<file path="config.mk">
export PLATFORM = sky130hd
export DESIGN_NAME = mips_multicycle_flat
export DESIGN_NICKNAME = d
export VERILOG_FILES = /design/src/rtl/mips_pkg.sv /design/src/rtl/mips_multicycle_if.sv /design/src/rtl/mips_mc_control.sv /design/src/rtl/mips_multicycle.sv /design/src/flat_wrapper.sv
export SDC_FILE = /design/constraint.sdc
export NUM_CORES = 2
export LEC_CHECK = 0
export ABC_CLOCK_PERIOD_IN_PS = 41400
export BUFFER_PORTS_ARGS = -buffer_cell sky130_fd_sc_hd__buf_2
export CAP_MARGIN = 30
export CORE_ASPECT_RATIO = 0.6
export CORE_MARGIN = 3
export CORE_UTILIZATION = 30
export CTS_CLUSTER_DIAMETER = 50
export DETAILED_ROUTE_END_ITERATION = 16
export GPL_TIMING_DRIVEN = 0
export SYNTH_ARGS = -nofsm -noshare
export SYNTH_HDL_FRONTEND = slang
export SYNTH_SLANG_ARGS = --single-unit
</file>
<file path="constraint.sdc">
create_clock -name clk -period 41.4 [get_ports clk]
set_clock_uncertainty 0.15 [all_clocks]
set_input_delay 6.21 -clock clk [delete_from_list [all_inputs] [get_ports clk]]
set_output_delay 6.21 -clock clk [all_outputs]
set_load 0.02 [all_outputs]
</file>
<file path="src/rtl/mips_pkg.sv">
// Shared encodings for the multicycle MIPS core: opcodes, function codes,
// ALU control values, FSM states and datapath select types.
package mips_pkg;

  localparam logic [5:0] OP_RTYPE = 6'h00;
  localparam logic [5:0] OP_J     = 6'h02;
  localparam logic [5:0] OP_BEQ   = 6'h04;
  localparam logic [5:0] OP_BNE   = 6'h05;
  localparam logic [5:0] OP_ADDI  = 6'h08;
  localparam logic [5:0] OP_LW    = 6'h23;
  localparam logic [5:0] OP_SW    = 6'h2B;

  localparam logic [5:0] FN_ADD = 6'h20;
  localparam logic [5:0] FN_SUB = 6'h22;
  localparam logic [5:0] FN_AND = 6'h24;
  localparam logic [5:0] FN_OR  = 6'h25;
  localparam logic [5:0] FN_SLT = 6'h2A;

  localparam logic [2:0] ALU_AND = 3'b000;
  localparam logic [2:0] ALU_OR  = 3'b001;
  localparam logic [2:0] ALU_ADD = 3'b010;
  localparam logic [2:0] ALU_SUB = 3'b110;
  localparam logic [2:0] ALU_SLT = 3'b111;

  localparam int unsigned RESET_PC_DEFAULT = 0;

  typedef enum logic [3:0] {
    S_FETCH, S_DECODE, S_EXEC_R, S_EXEC_I, S_MEM_ADDR, S_MEM_RD, S_MEM_WR,
    S_WB_R, S_WB_I, S_WB_MEM, S_BRANCH, S_JUMP, S_HALT
  } state_t;

  typedef enum logic [1:0] {SRCB_B, SRCB_FOUR, SRCB_IMM, SRCB_BOFF} srcb_t;
  typedef enum logic [1:0] {PCSRC_ALU, PCSRC_ALUOUT, PCSRC_JUMP} pcsrc_t;

  function automatic logic func_legal(input logic [5:0] fn);
    return (fn == FN_ADD) || (fn == FN_SUB) || (fn == FN_AND) ||
           (fn == FN_OR)  || (fn == FN_SLT);
  endfunction

  function automatic logic [2:0] func_to_alu(input logic [5:0] fn);
    case (fn)
      FN_SUB:  return ALU_SUB;
      FN_AND:  return ALU_AND;
      FN_OR:   return ALU_OR;
      FN_SLT:  return ALU_SLT;
      default: return ALU_ADD;
    endcase
  endfunction

endpackage

</file>
<file path="src/rtl/mips_multicycle_if.sv">
// Unified instruction/data memory port; the core drives it as master.
interface mips_multicycle_if #(
  parameter int DATA_WIDTH = 32,
  parameter int ADDR_WIDTH = 32
);
  logic                  mem_req;
  logic                  mem_we;
  logic [ADDR_WIDTH-1:0] mem_addr;
  logic [DATA_WIDTH-1:0] mem_wdata;
  logic [DATA_WIDTH-1:0] mem_rdata;
  logic                  mem_ready;

  modport master (output mem_req, mem_we, mem_addr, mem_wdata,
                  input  mem_rdata, mem_ready);
  modport slave  (input  mem_req, mem_we, mem_addr, mem_wdata,
                  output mem_rdata, mem_ready);
endinterface

</file>
<file path="src/rtl/mips_mc_control.sv">
// Multicycle FSM: sequences the datapath and owns the registered bus outputs.
// Define MIPS_BNE_EN to decode opcode 0x05 as bne instead of halting.
module mips_mc_control
  import mips_pkg::*;
(
  input  logic       clk,
  input  logic       rst,
  input  logic [5:0] opcode_i,
  input  logic [5:0] func_i,
  input  logic       mem_ready_i,
  input  logic       zero_i,
  output logic       mem_req_o,
  output logic       mem_we_o,
  output logic       iord_o,
  output logic       halted_o,
  output logic       ir_we_o,
  output logic       pc_we_o,
  output pcsrc_t     pc_src_o,
  output logic       ab_we_o,
  output logic       alu_we_o,
  output logic       alu_srca_o,
  output srcb_t      alu_srcb_o,
  output logic [2:0] alu_ctl_o,
  output logic       mdr_we_o,
  output logic       rf_we_o,
  output logic       reg_dst_o,
  output logic       mem_to_reg_o
);

  state_t state_q, state_d;
  logic   req_q, we_q, iord_q, halted_q;
  logic   mem_done, br_taken;

  // A request only completes while it is actually on the bus.
  assign mem_done = req_q & mem_ready_i;

  always_comb begin
    br_taken = zero_i;
`ifdef MIPS_BNE_EN
    if (opcode_i == OP_BNE) br_taken = ~zero_i;
`endif
  end

  always_comb begin
    state_d = state_q;
    case (state_q)
      S_FETCH:    if (mem_done) state_d = S_DECODE;
      S_DECODE: begin
        case (opcode_i)
          OP_RTYPE:        state_d = S_EXEC_R;
          OP_LW, OP_SW:    state_d = S_MEM_ADDR;
          OP_ADDI:         state_d = S_EXEC_I;
          OP_BEQ:          state_d = S_BRANCH;
`ifdef MIPS_BNE_EN
          OP_BNE:          state_d = S_BRANCH;
`endif
          OP_J:            state_d = S_JUMP;
          default:         state_d = S_HALT;
        endcase
      end
      S_EXEC_R:   state_d = func_legal(func_i) ? S_WB_R : S_HALT;
      S_EXEC_I:   state_d = S_WB_I;
      S_MEM_ADDR: state_d = (opcode_i == OP_LW) ? S_MEM_RD : S_MEM_WR;
      S_MEM_RD:   if (mem_done) state_d = S_WB_MEM;
      S_MEM_WR:   if (mem_done) state_d = S_FETCH;
      S_WB_R, S_WB_I, S_WB_MEM, S_BRANCH, S_JUMP: state_d = S_FETCH;
      default:    state_d = S_HALT;
    endcase
  end

  // Bus outputs are registered from the next state so they are valid from
  // the first cycle of a memory state and hold until it is left.
  always_ff @(posedge clk or posedge rst) begin
    if (rst) begin
      state_q  <= S_FETCH;
      req_q    <= 1'b0;
      we_q     <= 1'b0;
      iord_q   <= 1'b0;
      halted_q <= 1'b0;
    end else begin
      state_q  <= state_d;
      req_q    <= (state_d == S_FETCH) || (state_d == S_MEM_RD) || (state_d == S_MEM_WR);
      we_q     <= (state_d == S_MEM_WR);
      iord_q   <= (state_d == S_MEM_RD) || (state_d == S_MEM_WR);
      halted_q <= (state_d == S_HALT);
    end
  end

  assign mem_req_o = req_q;
  assign mem_we_o  = we_q;
  assign iord_o    = iord_q;
  assign halted_o  = halted_q;

  always_comb begin
    ir_we_o      = 1'b0;
    pc_we_o      = 1'b0;
    pc_src_o     = PCSRC_ALU;
    ab_we_o      = 1'b0;
    alu_we_o     = 1'b0;
    alu_srca_o   = 1'b1;
    alu_srcb_o   = SRCB_B;
    alu_ctl_o    = ALU_ADD;
    mdr_we_o     = 1'b0;
    rf_we_o      = 1'b0;
    reg_dst_o    = 1'b0;
    mem_to_reg_o = 1'b0;
    case (state_q)
      S_FETCH: begin
        ir_we_o    = mem_done;
        pc_we_o    = mem_done;
        alu_srca_o = 1'b0;
        alu_srcb_o = SRCB_FOUR;
      end
      S_DECODE: begin
        ab_we_o    = 1'b1;
        alu_we_o   = 1'b1;
        alu_srca_o = 1'b0;
        alu_srcb_o = SRCB_BOFF;
      end
      S_EXEC_R: begin
        alu_we_o  = func_legal(func_i);
        alu_ctl_o = func_to_alu(func_i);
      end
      S_EXEC_I, S_MEM_ADDR: begin
        alu_we_o   = 1'b1;
        alu_srcb_o = SRCB_IMM;
      end
      S_MEM_RD: mdr_we_o = mem_done;
      S_WB_R: begin
        rf_we_o   = 1'b1;
        reg_dst_o = 1'b1;
      end
      S_WB_I:   rf_we_o = 1'b1;
      S_WB_MEM: begin
        rf_we_o      = 1'b1;
        mem_to_reg_o = 1'b1;
      end
      S_BRANCH: begin
        pc_we_o  = br_taken;
        pc_src_o = PCSRC_ALUOUT;
      end
      S_JUMP: begin
        pc_we_o  = 1'b1;
        pc_src_o = PCSRC_JUMP;
      end
      default: ;
    endcase
  end

endmodule

</file>
<file path="src/rtl/mips_multicycle.sv">
// Multicycle MIPS core: shared ALU, unified memory port, FSM in mips_mc_control.
// Define MIPS_BNE_EN to enable the bne instruction (opcode 0x05).
module mips_multicycle
  import mips_pkg::*;
#(
  parameter int          DATA_WIDTH = 32,
  parameter int          ADDR_WIDTH = 32,
  parameter int unsigned RESET_PC   = RESET_PC_DEFAULT
) (
  input  logic                  clk,
  input  logic                  rst,
  mips_multicycle_if.master     mem,
  output logic                  halted,
  output logic [ADDR_WIDTH-1:0] pc_out
);

  localparam logic [ADDR_WIDTH-1:0] PC_RST = ADDR_WIDTH'(RESET_PC);

  logic [ADDR_WIDTH-1:0] pc_q, pc_d, jump_tgt;
  logic [31:0]           ir_q;
  logic [DATA_WIDTH-1:0] a_q, b_q, alu_q, mdr_q;
  logic [DATA_WIDTH-1:0] rf_q [32];
  logic [DATA_WIDTH-1:0] srca, srcb, alu_res, imm_sx, wb_data;
  logic [4:0]            rs, rt, rd, wr_reg;

  logic       mem_req, mem_we, iord;
  logic       ir_we, pc_we, ab_we, alu_we, alu_srca, mdr_we, rf_we, reg_dst, mem_to_reg;
  pcsrc_t     pc_src;
  srcb_t      alu_srcb;
  logic [2:0] alu_ctl;

  function automatic logic [DATA_WIDTH-1:0] alu_op(input logic [2:0] ctl,
                                                   input logic [DATA_WIDTH-1:0] x,
                                                   input logic [DATA_WIDTH-1:0] y);
    case (ctl)
      ALU_AND: return x & y;
      ALU_OR:  return x | y;
      ALU_SUB: return x - y;
      ALU_SLT: return {{(DATA_WIDTH-1){1'b0}}, ($signed(x) < $signed(y))};
      default: return x + y;
    endcase
  endfunction

  mips_mc_control u_ctrl (
    .clk          (clk),
    .rst          (rst),
    .opcode_i     (ir_q[31:26]),
    .func_i       (ir_q[5:0]),
    .mem_ready_i  (mem.mem_ready),
    .zero_i       (a_q == b_q),
    .mem_req_o    (mem_req),
    .mem_we_o     (mem_we),
    .iord_o       (iord),
    .halted_o     (halted),
    .ir_we_o      (ir_we),
    .pc_we_o      (pc_we),
    .pc_src_o     (pc_src),
    .ab_we_o      (ab_we),
    .alu_we_o     (alu_we),
    .alu_srca_o   (alu_srca),
    .alu_srcb_o   (alu_srcb),
    .alu_ctl_o    (alu_ctl),
    .mdr_we_o     (mdr_we),
    .rf_we_o      (rf_we),
    .reg_dst_o    (reg_dst),
    .mem_to_reg_o (mem_to_reg)
  );

  assign rs     = ir_q[25:21];
  assign rt     = ir_q[20:16];
  assign rd     = ir_q[15:11];
  assign imm_sx = {{(DATA_WIDTH-16){ir_q[15]}}, ir_q[15:0]};
  assign wr_reg = reg_dst ? rd : rt;
  assign wb_data = mem_to_reg ? mdr_q : alu_q;

  assign srca = alu_srca ? a_q : DATA_WIDTH'(pc_q);

  always_comb begin
    case (alu_srcb)
      SRCB_FOUR: srcb = DATA_WIDTH'(4);
      SRCB_IMM:  srcb = imm_sx;
      SRCB_BOFF: srcb = imm_sx << 2;
      default:   srcb = b_q;
    endcase
  end

  assign alu_res = alu_op(alu_ctl, srca, srcb);

  // Jump keeps the upper PC bits of the already-incremented PC.
  always_comb begin
    jump_tgt       = pc_q;
    jump_tgt[27:0] = {ir_q[25:0], 2'b00};
  end

  always_comb begin
    case (pc_src)
      PCSRC_ALUOUT: pc_d = ADDR_WIDTH'(alu_q);
      PCSRC_JUMP:   pc_d = jump_tgt;
      default:      pc_d = ADDR_WIDTH'(alu_res);
    endcase
  end

  always_ff @(posedge clk or posedge rst) begin
    if (rst) begin
      pc_q  <= PC_RST;
      ir_q  <= '0;
      a_q   <= '0;
      b_q   <= '0;
      alu_q <= '0;
      mdr_q <= '0;
      for (int i = 0; i < 32; i++) rf_q[i] <= '0;
    end else begin
      if (pc_we)  pc_q  <= pc_d;
      if (ir_we)  ir_q  <= mem.mem_rdata[31:0];
      if (ab_we) begin
        a_q <= rf_q[rs];
        b_q <= rf_q[rt];
      end
      if (alu_we) alu_q <= alu_res;
      if (mdr_we) mdr_q <= mem.mem_rdata;
      if (rf_we && (wr_reg != 5'd0)) rf_q[wr_reg] <= wb_data;
    end
  end

  assign mem.mem_req   = mem_req;
  assign mem.mem_we    = mem_we;
  assign mem.mem_addr  = iord ? ADDR_WIDTH'(alu_q) : pc_q;
  assign mem.mem_wdata = b_q;
  assign pc_out        = pc_q;

endmodule

</file>
<file path="src/flat_wrapper.sv">
// flat-port wrapper written by rule: the top's interface ports become plain ports
module mips_multicycle_flat import mips_pkg::*;
#(
  parameter int          DATA_WIDTH = 32,
  parameter int          ADDR_WIDTH = 32,
  parameter int unsigned RESET_PC   = RESET_PC_DEFAULT
)
  (clk, rst, halted, pc_out, mem_mem_req, mem_mem_we, mem_mem_addr, mem_mem_wdata, mem_mem_rdata, mem_mem_ready);
  mips_multicycle_if #(.DATA_WIDTH(DATA_WIDTH), .ADDR_WIDTH(ADDR_WIDTH)) mem_i ();
  input  logic clk;
  input  logic rst;
  output logic halted;
  output logic [ADDR_WIDTH-1:0] pc_out;
  output wire logic [$bits(mem_i.mem_req)-1:0] mem_mem_req;
  output wire logic [$bits(mem_i.mem_we)-1:0] mem_mem_we;
  output wire logic [$bits(mem_i.mem_addr)-1:0] mem_mem_addr;
  output wire logic [$bits(mem_i.mem_wdata)-1:0] mem_mem_wdata;
  input wire logic [$bits(mem_i.mem_rdata)-1:0] mem_mem_rdata;
  input wire logic [$bits(mem_i.mem_ready)-1:0] mem_mem_ready;
  assign mem_mem_req = mem_i.mem_req;
  assign mem_mem_we = mem_i.mem_we;
  assign mem_mem_addr = mem_i.mem_addr;
  assign mem_mem_wdata = mem_i.mem_wdata;
  assign mem_i.mem_rdata = mem_mem_rdata;
  assign mem_i.mem_ready = mem_mem_ready;
  mips_multicycle #(.DATA_WIDTH(DATA_WIDTH), .ADDR_WIDTH(ADDR_WIDTH), .RESET_PC(RESET_PC)) u_core (.clk(clk), .rst(rst), .mem(mem_i), .halted(halted), .pc_out(pc_out));
endmodule
</file>
==> run summary <==
Remaining Overflow, GRT = 0
Actual slew at the worst max-slew pin = 1.22 ns
Number of nets in the synthesized netlist = 6,164
Worst setup slack after placement = 31.67 ns
Part of the Yosys area used for sequential elements = 0.458
Largest driver fanout on the critical path = 10
Switching share of power = 0.237
Fraction of registers with async set or reset after synthesis = 1.00
Drt drc = 0
Number of fill cells in the layout = 21,700
Effective utilization at floorplan = 0.303
Critical path capture point type = primary output
Detailed router's first-iteration violation count = 11,000
Maximum buffer depth of the clock tree = 3
Maximum capacitance violations = 0
Ratio of total power to cell area = 31.1 nW/um^2
# hold bufs at CTS = 0
Insertion delay of the later-clocked pin in the worst-skew pair = 0.81 ns
IO Count = 134
Number of hold-slack violations in the final timing report = 0
Post-synthesis average cell area = 11.1 um^2
Layout net count = 6,615
Area enclosed by the die boundary = 229,000 um^2
Leading post-synthesis cells by cell area = dfrtp_1 (46%), mux4_2 (22%), a21oi_1 (4.8%)
Count of standard-cell rows = 133
Avg WL per Cell = 33.8 um
Number of warnings printed during yosys synthesis = 0
Detail-routed via count per cell = 6.24
Reg power frac = 0.489
Number of buffers created by CTS = 117
Final ANT Viol Nets = 0
Setup repair after global routing missed its margin = no
Final clock period utilization by the worst path = 0.221
Run status = complete, no violations
Die X-Extent = 615 um
Relative max-transition margin = 0.188
Dominant synthesized flop cell = dfrtp_1
Internal Pwr Total = 1.86 mW
Worst ir drop on vdd = 0.0439 mV
Hold crit path type = reg2reg
WS Path Type = reg2out
Die Span Y = 372 um
1st-pass router iterations = 7
Total core area = 220,000 um^2
Number of flops mapped to enable cells by yosys = 0
Total wire length after detailed routing = 323 mm
Final-layout setup total negative slack = 0 ns
Multi-input gate area in the final layout = 33,400 um^2
Switching power summed over all nets = 0.580 mW
Clk Tree Root Cell = clkbuf_16
Post-layout min period = 9.16 ns
Gate count after technology mapping = 6,028
Cell area after synthesis = 66,800 um^2
Final setup vio count = 0
Global-route wire length before repair = 442 mm
Synth top cells by count = dfrtp_1 (1,224), nor2_1 (708), a21oi_1 (644), nand2_1 (644), mux4_2 (640)
PnR worst setup slack = 32.24 ns
Library cell occupying the most area in the post-synthesis netlist = dfrtp_1
Layout cell share with drive strength beyond 1 = 0.212
Sinks on Clock Net = 1,224
Count of buffers inserted at the top-level ports = 133
Clock slew at the register clock pins of the worst setup and hold paths = 0.07 ns
Most frequent cell after synthesis = dfrtp_1
TritonCTS clock tree = yes
Gp weighted congestion = 1.04
Startpoint kind of the worst setup timing path = register
Max-slew violation total from the final report = 0
Number of antenna violations at the first check in global routing = 13
Total number of vias = 59,600
CTS H-tree depth = 3
Detailed-placement wirelength estimate = 254 mm
Area after detailed placement = 73,700 um^2
Critical Path RT = 35.04 ns
Leakage power figure = 32.1 nW
Layout Area Growth over Synthesis = 17.5%
Achievable clock frequency = 109 MHz
Design area = 78,500 um^2
Share of the synthesized area in the top cell type = 0.458
Share of total power in the clock network = 0.498
Worst EP arrival = 2.80 ns
Sequential cell area = 30,600 um^2
Largest net degree at the start of global routing = 127
Number of register bits inferred by synthesis = 1,224
Vias in the first global route = 55,900
Post-CTS setup buffers = 0
Total global routing track utilization = 0.275
Comb power frac = 0.013
Post-synthesis cell type count = 93
CTS resizes = 0
==> layout make-up <==
class / count / share of cell area
plain buffers: 592 / 0.0296
repair buffers: 332 / 0.0473
inverters: 125 / 0.00607
clock inverters: 66 / 0.0126
clock buffers: 148 / 0.0413
diodes: 5 / 0.000159
multi-input cells: 4087 / 0.426
flip-flops and latches: 1224 / 0.390
well taps: 2970 / 0.0473
==> kinds of logic (layout without fill, tap and decap cells) <==
| family | after synthesis | in the layout | share of synthesized area |
|---|---|---|---|
| adders and majority gates | 102 | 102 | 0.0193 |
| DFF | 1224 | 1224 | 0.458 |
| xor gates and xnor gates | 37 | 37 | 0.00485 |
| buffers and inverters | 717 | 1263 | 0.0414 |
| AOI/OAI and AO/OA | 1538 | 1538 | 0.129 |
| other | 0 | 5 | 0 |
| and+or+nand+nor | 1527 | 1527 | 0.0924 |
| muxes | 883 | 883 | 0.254 |
==> critical path, cell delays in order (launching register included) <==
cell	delay [ns]
dfrtp_1	0.33
clkbuf_1	0.35
clkbuf_1	0.77
mux2_2	0.42
buf_2	0.16
==> registers in the layout, indices dropped and copies added, names as in the netlist <==
name and cells:
u_core.a_q 32, u_core.alu_q 32, u_core.ir_q 32, u_core.mdr_q 32, u_core.mem.mem_wdata 32, u_core.pc_out 32, u_core.rf_q 1024, u_core.u_ctrl.halted_o 1
u_core.u_ctrl.iord_o 1, u_core.u_ctrl.mem_req_o 1, u_core.u_ctrl.mem_we_o 1, u_core.u_ctrl.state_q 4
==> through the flow <==
step,hold slack [ns],util,total power [mW],cells
after floorplan,0.291,-,1.24,6028
after detailed placement,0.313,0.334,1.25,9286
after global placement,0.302,0.323,1.25,9131
after CTS,0.333,0.354,2.44,9500
final,0.327,0.357,2.44,9549
after global routing,0.354,0.356,2.49,9544
==> power by group through the flow <==
stage	combinational [mW]	sequential, mW	clock, mW
after global routing	0.0351	1.19	1.26
after floorplan	0.0173	1.22	0
after global placement	0.0273	1.22	0
final	0.0308	1.20	1.22
after CTS	0.0320	1.20	1.21
after detailed placement	0.0320	1.22	0
==> metal layers <==
metal | track usage | up-vias | wire, um
met4 | 0.0756 | 4 | 9810
li1 | - | 22800 | -
met5 | 0 | - | 27
met2 | 0.324 | 5455 | 115000
met3 | 0.171 | 604 | 64900
met1 | 0.400 | 30700 | 133000
==> layout by cell type, fill, tap and decap left out, drive strengths merged, types with 7 or more instances in the layout <==
cell type,Yosys,routed
bufinv,0,16
o31ai,20,20
a22oi,12,12
dfrtp,1224,1224
o21ai,620,620
nand2,644,644
a211oi,30,30
clkinvlp,0,13
o211ai,24,24
clkbuf,473,621
nor2b,18,18
or3,10,10
a221oi,22,22
a211o,8,8
xnor2,32,32
and2,9,9
nor2,708,708
nor3,29,29
ha,99,99
mux4,640,640
mux2i,120,120
o221ai,8,8
clkinv,0,31
a31oi,16,16
a21oi,645,645
a21o,23,23
nand3,35,35
mux2,123,123
o311ai,7,7
a22o,9,9
o22ai,14,14
inv,125,131
buf,119,451
o21a,8,8
a221o,9,9
and3,11,11
nand4,12,12
nor4,10,10
nand2b,21,21
==> path summary, 6_finish.rpt <==
check,from,endpoint,slack [ns],cells past startpoint
setup / recovery,u_core.u_ctrl.iord_o$_DFF_PP0_,mem_mem_addr[18],32.24,4
hold / removal,u_core.rf_q[1013]$_DFFE_PP0P_,u_core.rf_q[1013]$_DFFE_PP0P_,0.33,1
setup reg to reg,u_core.u_ctrl.state_q[1]$_DFF_PP0_,u_core.alu_q[30]$_DFFE_PP0P_,33.70,18
hold reg to reg,u_core.rf_q[1013]$_DFFE_PP0P_,u_core.rf_q[1013]$_DFFE_PP0P_,0.33,1
max in group asynchronous,rst,u_core.rf_q[453]$_DFFE_PP0P_,32.49,7
min in group asynchronous,rst,u_core.rf_q[1006]$_DFFE_PP0P_,5.33,2
Note: power is estimated with default switching activity, not from simulation.
